### src/rtl/even_count_scanner.sv
// even_count_scanner: sweeps a 256x8 eight-port array in 8-entry beats and
// counts non-zero even entries, in total and per 64-entry quarter.
module even_count_scanner #(
  parameter int EXCLUDE_ZERO = 1,
  parameter int NUM_BEATS    = 32
) (
  input  logic       clk,
  input  logic       reset,
  input  logic       start,
  output logic [7:0] AddressBus0,
  output logic [7:0] AddressBus1,
  output logic [7:0] AddressBus2,
  output logic [7:0] AddressBus3,
  output logic [7:0] AddressBus4,
  output logic [7:0] AddressBus5,
  output logic [7:0] AddressBus6,
  output logic [7:0] AddressBus7,
  input  logic [7:0] DataBus0,
  input  logic [7:0] DataBus1,
  input  logic [7:0] DataBus2,
  input  logic [7:0] DataBus3,
  input  logic [7:0] DataBus4,
  input  logic [7:0] DataBus5,
  input  logic [7:0] DataBus6,
  input  logic [7:0] DataBus7,
  output logic       busy,
  output logic       done,
  output logic [8:0] count,
  output logic [6:0] qcount0,
  output logic [6:0] qcount1,
  output logic [6:0] qcount2,
  output logic [6:0] qcount3
);

  typedef enum logic [1:0] {
    IDLE,
    SCAN,
    DONE
  } state_t;

  localparam logic [4:0] LAST = 5'(NUM_BEATS - 1);

  state_t     state_q, state_d;
  logic [4:0] beat_q, beat_d;
  logic [8:0] count_q, count_d;
  logic [6:0] qcnt_q [4];
  logic [6:0] qcnt_d [4];

  logic [7:0] data [8];
  logic [7:0] base;
  logic [7:0] hit;
  logic [3:0] pop;
  logic [1:0] quad;

  assign data[0] = DataBus0;
  assign data[1] = DataBus1;
  assign data[2] = DataBus2;
  assign data[3] = DataBus3;
  assign data[4] = DataBus4;
  assign data[5] = DataBus5;
  assign data[6] = DataBus6;
  assign data[7] = DataBus7;

  // beat is 0 outside SCAN, so idle ports present addresses 0..7
  assign base        = {beat_q, 3'b000};
  assign AddressBus0 = base + 8'd0;
  assign AddressBus1 = base + 8'd1;
  assign AddressBus2 = base + 8'd2;
  assign AddressBus3 = base + 8'd3;
  assign AddressBus4 = base + 8'd4;
  assign AddressBus5 = base + 8'd5;
  assign AddressBus6 = base + 8'd6;
  assign AddressBus7 = base + 8'd7;

  assign quad = beat_q[4:3];

  always_comb begin
    hit = '0;
    pop = '0;
    for (int k = 0; k < 8; k++) begin
      hit[k] = (data[k][0] == 1'b0) &&
               ((EXCLUDE_ZERO == 0) || (data[k] != 8'd0));
      pop    = pop + {3'b000, hit[k]};
    end
  end

  always_comb begin
    state_d = state_q;
    beat_d  = beat_q;
    count_d = count_q;
    qcnt_d  = qcnt_q;
    unique case (state_q)
      IDLE, DONE: begin
        if (start) begin
          state_d = SCAN;
          beat_d  = '0;
          count_d = '0;
          qcnt_d  = '{default: '0};
        end
      end
      SCAN: begin
        count_d      = count_q + {5'b00000, pop};
        qcnt_d[quad] = qcnt_q[quad] + {3'b000, pop};
        if (beat_q == LAST) begin
          state_d = DONE;
          beat_d  = '0;
        end else begin
          beat_d = beat_q + 5'd1;
        end
      end
      default: state_d = IDLE;
    endcase
  end

  always_ff @(posedge clk or negedge reset) begin
    if (!reset) begin
      state_q <= IDLE;
      beat_q  <= '0;
      count_q <= '0;
      qcnt_q  <= '{default: '0};
    end else begin
      state_q <= state_d;
      beat_q  <= beat_d;
      count_q <= count_d;
      qcnt_q  <= qcnt_d;
    end
  end

  assign busy    = (state_q == SCAN);
  assign done    = (state_q == DONE);
  assign count   = count_q;
  assign qcount0 = qcnt_q[0];
  assign qcount1 = qcnt_q[1];
  assign qcount2 = qcnt_q[2];
  assign qcount3 = qcnt_q[3];

endmodule

### config.mk
export PLATFORM = sky130hd
export DESIGN_NAME = even_count_scanner
export DESIGN_NICKNAME = d
export VERILOG_FILES = /design/src/rtl/even_count_scanner.sv
export SDC_FILE = /design/constraint.sdc
export NUM_CORES = 1
export LEC_CHECK = 0
export CAP_MARGIN = 20
export CORE_ASPECT_RATIO = 0.8
export CORE_MARGIN = 3
export CORE_UTILIZATION = 43
export CTS_CLUSTER_SIZE = 12
export DETAILED_ROUTE_END_ITERATION = 10
export GPL_TIMING_DRIVEN = 0
export PLACE_DENSITY = 0.87
export SYNTH_ARGS = -nofsm -noshare
export SYNTH_HDL_FRONTEND = slang
export SYNTH_SLANG_ARGS = --single-unit
### constraint.sdc
create_clock -name clk -period 7.2 [get_ports clk]
set_input_delay 1.44 -clock clk [delete_from_list [all_inputs] [get_ports clk]]
set_output_delay 1.44 -clock clk [all_outputs]
set_load 0.02 [all_outputs]
==> run_results.csv <==
group,metric,value,unit
layout,layout.nets,590,
sta,setup_viol,0,
layout,drive_above_1_share,15.5,%
layout,num_antenna_cells,0,
sta,hold_viol_final,0,
sta,setup-tns-final,0,ns
hold_path,worstHoldEndpoint,"count[8]",
hold_path,min_delay_path_depth,1,
critical_path,reg2regPathDepth,10,
synth,synthesis.yosys.warnings,0,
sta,clock_skew,0.00490,ns
sta,period_minus_slack,6.06,ns
floorplan,io-pin-count,170,
synth,netlist-cell-type-count,44,
detailed_routing,via_per_inst,5.09,
floorplan,dieArea,0.00835,sq mm
critical_path,reg2reg_from,"beat_q[4]",
floorplan,core_area,0.00696,sq mm
detailed_routing,postRouteAntennaNets,0,
critical_path,regToRegSetupSlack,3.95,ns
clock_tree,cts_tree,"done",
detailed_routing,first_iter_violations,128,
hold_path,hold_path_class,"reg -> reg",
floorplan,die_h,82.3,microns
sta,maximum_clock_frequency,165,MHz
sta,drv_slew,0,
power_and_ir_drop,ir_drop,241,uV
hold_path,hp-start,"count[8]",
sta,relSlewSlack,58.6,%
detailed_routing,detailed_router_iteration_count_before_antenna_repair,4,
placement,numPortBuffers,145,
job,timing.max_cap.violations,0,
critical_path,critical_path.startpoint_type,"primary input",
critical_path,largest_driver_fanout_on_the_critical_path,3,
grt,largest_net_degree_at_the_start_of_global_routing,39,
critical_path,reg2reg_to,"qcount0[6]",
critical_path,worst_setup_path_end_kind,"flip-flop",
sta,final_min_period_over_clock_period,84.1,%
critical_path,worst-endpoint-required,7.42,ns
critical_path,worstSetupPathType,"in -> reg",
layout,n_fill_cell,523,
floorplan,floorplan.die.width,101,microns
sta,final.setup.worst_slack,1.14,ns
clock_tree,ctsResizeCount,0,
synth,mappedNetlistArea,0.00313,sq mm
grt,grt_first_pass_wirelength,14.7,mm
clock_tree,cts_sinks,44,
synth,postSynthCellCount,328,
sta,tightestPinTransition,0.620,ns
clock_tree,cts.hold.buffers_added,0,
synth,ys_async_sr_fraction,100,%
clock_tree,cts_post_setup_buffers_inserted,0,
sta,fin_hold_ws,0.496,ns
status,run_status,"finished, final reports clean",
grt,grt_overflow_total,0,
detailed_routing,final_routed_drc_violation_total,0,
critical_path,critical_path_arrival,6.28,ns
clock_tree,cts_max_path_buffers,2,
sta,rsz0062_at_grt,"no",
synth,yosys_register_bits,44,
placement,finalWeightedCongestion,0.840,
detailed_routing,wl,9.39,mm
synth,postSynth.topFlopCell,"dfrtp_1",
power_and_ir_drop,static-leakage-power,2.19,nW
floorplan,rows,27,
detailed_routing,post_drt_wl_per_cell,15.9,microns
power_and_ir_drop,p_per_area,439,mW/mm^2
synth,ys_seq_area_share,35.1,%
placement,dp_hpwl,7.71,mm
placement,place_worst_setup_slack,0.819,ns
synth,postSynthAreaPerCell,9.55,sq um
synth,synth_enable_flop_cells,0,
clock_tree,tritoncts.num_buffers,5,
detailed_routing,routed-via-count,2996,
grt,first_global_vias,2866,
grt,grt_antenna_before_repair,0,
clock_tree,clkLatencyLatePin,0.29,ns
clock_tree,clk_root_buffer_cell,"clkbuf_8",
clock_tree,clkSlewWorstSetupHoldPaths,0.08,ns
layout,syn_to_final_growth,56.1,%
clock_tree,clock_tree.htree_level_count,2,
grt,total_routing_usage_reported_by_global_routing,22.5,%
floorplan,initial_utilization,45.0,%
## worst max-delay path, stage by stage
cell and delay (ns):
clkdlybuf4s50_1 0.40, nor4_1 0.36, a21o_1 0.19, fa_1 0.44, fa_1 0.54, inv_1 0.05
fa_1 0.47, ha_1 0.24, fa_1 0.55, inv_1 0.11, fa_1 0.44, nor2b_1 0.12
o21ai_0 0.14, a2111oi_0 0.54, mux2i_1 0.25
## per-layer routing
layer	vias to the layer above	share of wire (%)	GRT usage [%]	wire, microns
met3	9	7.4	3.86	694
met5	-	0	0	0
met4	0	0.50	3.45	47
met2	131	50	40.3	4730
li1	1435	-	-	-
met1	1421	42	29.4	3910
## final cells by class
type | instances | area [sq um] | area share, %
buffer | 73 | 505 | 10.3
multi-input combinational | 218 | 1550 | 31.8
tap | 87 | 109 | 2.23
sequential | 44 | 1100 | 22.5
clock inverter | 1 | 30.0 | 0.614
inverter | 15 | 56.3 | 1.15
clock buffer | 5 | 68.8 | 1.41
timing repair buffer | 146 | 1470 | 30.0
## placed cells by master (no fill, tap or decap), types with 5 or more instances in the layout
master / synthesis / final
dfrtp_1: 44 / 44
nand2b_1: 5 / 5
mux4_2: 6 / 6
o21ai_0: 28 / 28
and3_1: 5 / 5
fa_1: 6 / 6
clkbuf_1: 10 / 10
a21oi_1: 16 / 16
ha_1: 14 / 14
o31ai_1: 6 / 6
nand3_1: 28 / 28
clkbuf_8: 0 / 5
a21o_1: 6 / 6
buf_4: 59 / 59
nand2_1: 12 / 12
nor4_1: 9 / 9
nor3_1: 8 / 8
clkdlybuf4s50_1: 0 / 144
inv_1: 15 / 15
conb_1: 2 / 24
nor2_1: 7 / 7
mux2i_1: 5 / 5
## metrics by stage
stage	instance area, sq um	power, mW	util (%)	cells
final	4890	2.15	70.3	589
after global routing	4890	2.30	70.3	589
after CTS	4890	2.15	70.3	589
after detailed placement	4790	1.96	68.8	583
after global placement	4780	1.91	68.6	582
after floorplan	3220	1.36	-	350
## cell families after synthesis
| kind of cell | synth area share, % |
|---|---|
| simple gates | 15.5 |
| flops | 35.1 |
| xor+xnor | 1.40 |
| mux | 6.75 |
| fa+ha+maj | 9.43 |
| buf+inv | 17.9 |
| other cells | 0.240 |
| compound gates | 13.6 |
## synth_stat cells, types with 2 or more instances
cell type,instances,area (sq um)
nor2_1,7,26.3
buf_4,59,443
inv_1,15,56.3
dfrtp_1,44,1100
buf_2,2,10.0
nand3_1,28,140
nor2b_1,4,25.0
nand2b_1,5,31.3
ha_1,14,175
a22o_1,3,26.3
nor4_1,9,56.3
and3_1,5,31.3
clkbuf_1,10,37.5
o21ai_0,28,140
nand2_1,12,45.0
a21o_1,6,45.0
a21oi_1,16,80.1
fa_1,6,120
mux4_2,6,135
nand4b_1,2,17.5
conb_1,2,7.51
nor3_1,8,40.0
a311o_1,4,40.0
mux2i_1,5,50.1
o31ai_1,6,45.0
xor2_1,4,35.0
## how the worst max path moves through the flow
stage	startpoint	to	slack, ns	cells after the start
after floorplan	DataBus1[5]	count[8]	1.61	14
after global placement	DataBus1[5]	count[8]	0.92	15
after detailed placement	DataBus3[5]	count[8]	0.82	15
after CTS	DataBus3[5]	count[8]	1.11	15
after global routing	DataBus3[5]	count[8]	0.88	15
final	DataBus3[5]	count[8]	1.14	15
## registers in the layout, indices dropped and copies added, names as in the netlist
register / cells
beat_q: 5
qcount1: 7
qcount2: 7
qcount0: 7
qcount3: 7
state_q: 2
count: 9
## power breakdown
part           switching, mW  internal (mW)  leakage (nW)
Clock                 0.0805         0.0996        0.0501
Combinational          0.755          0.727          1.57
Sequential             0.126          0.357         0.565
Total                  0.962           1.18          2.19
Power figures use the tool's default switching activity.
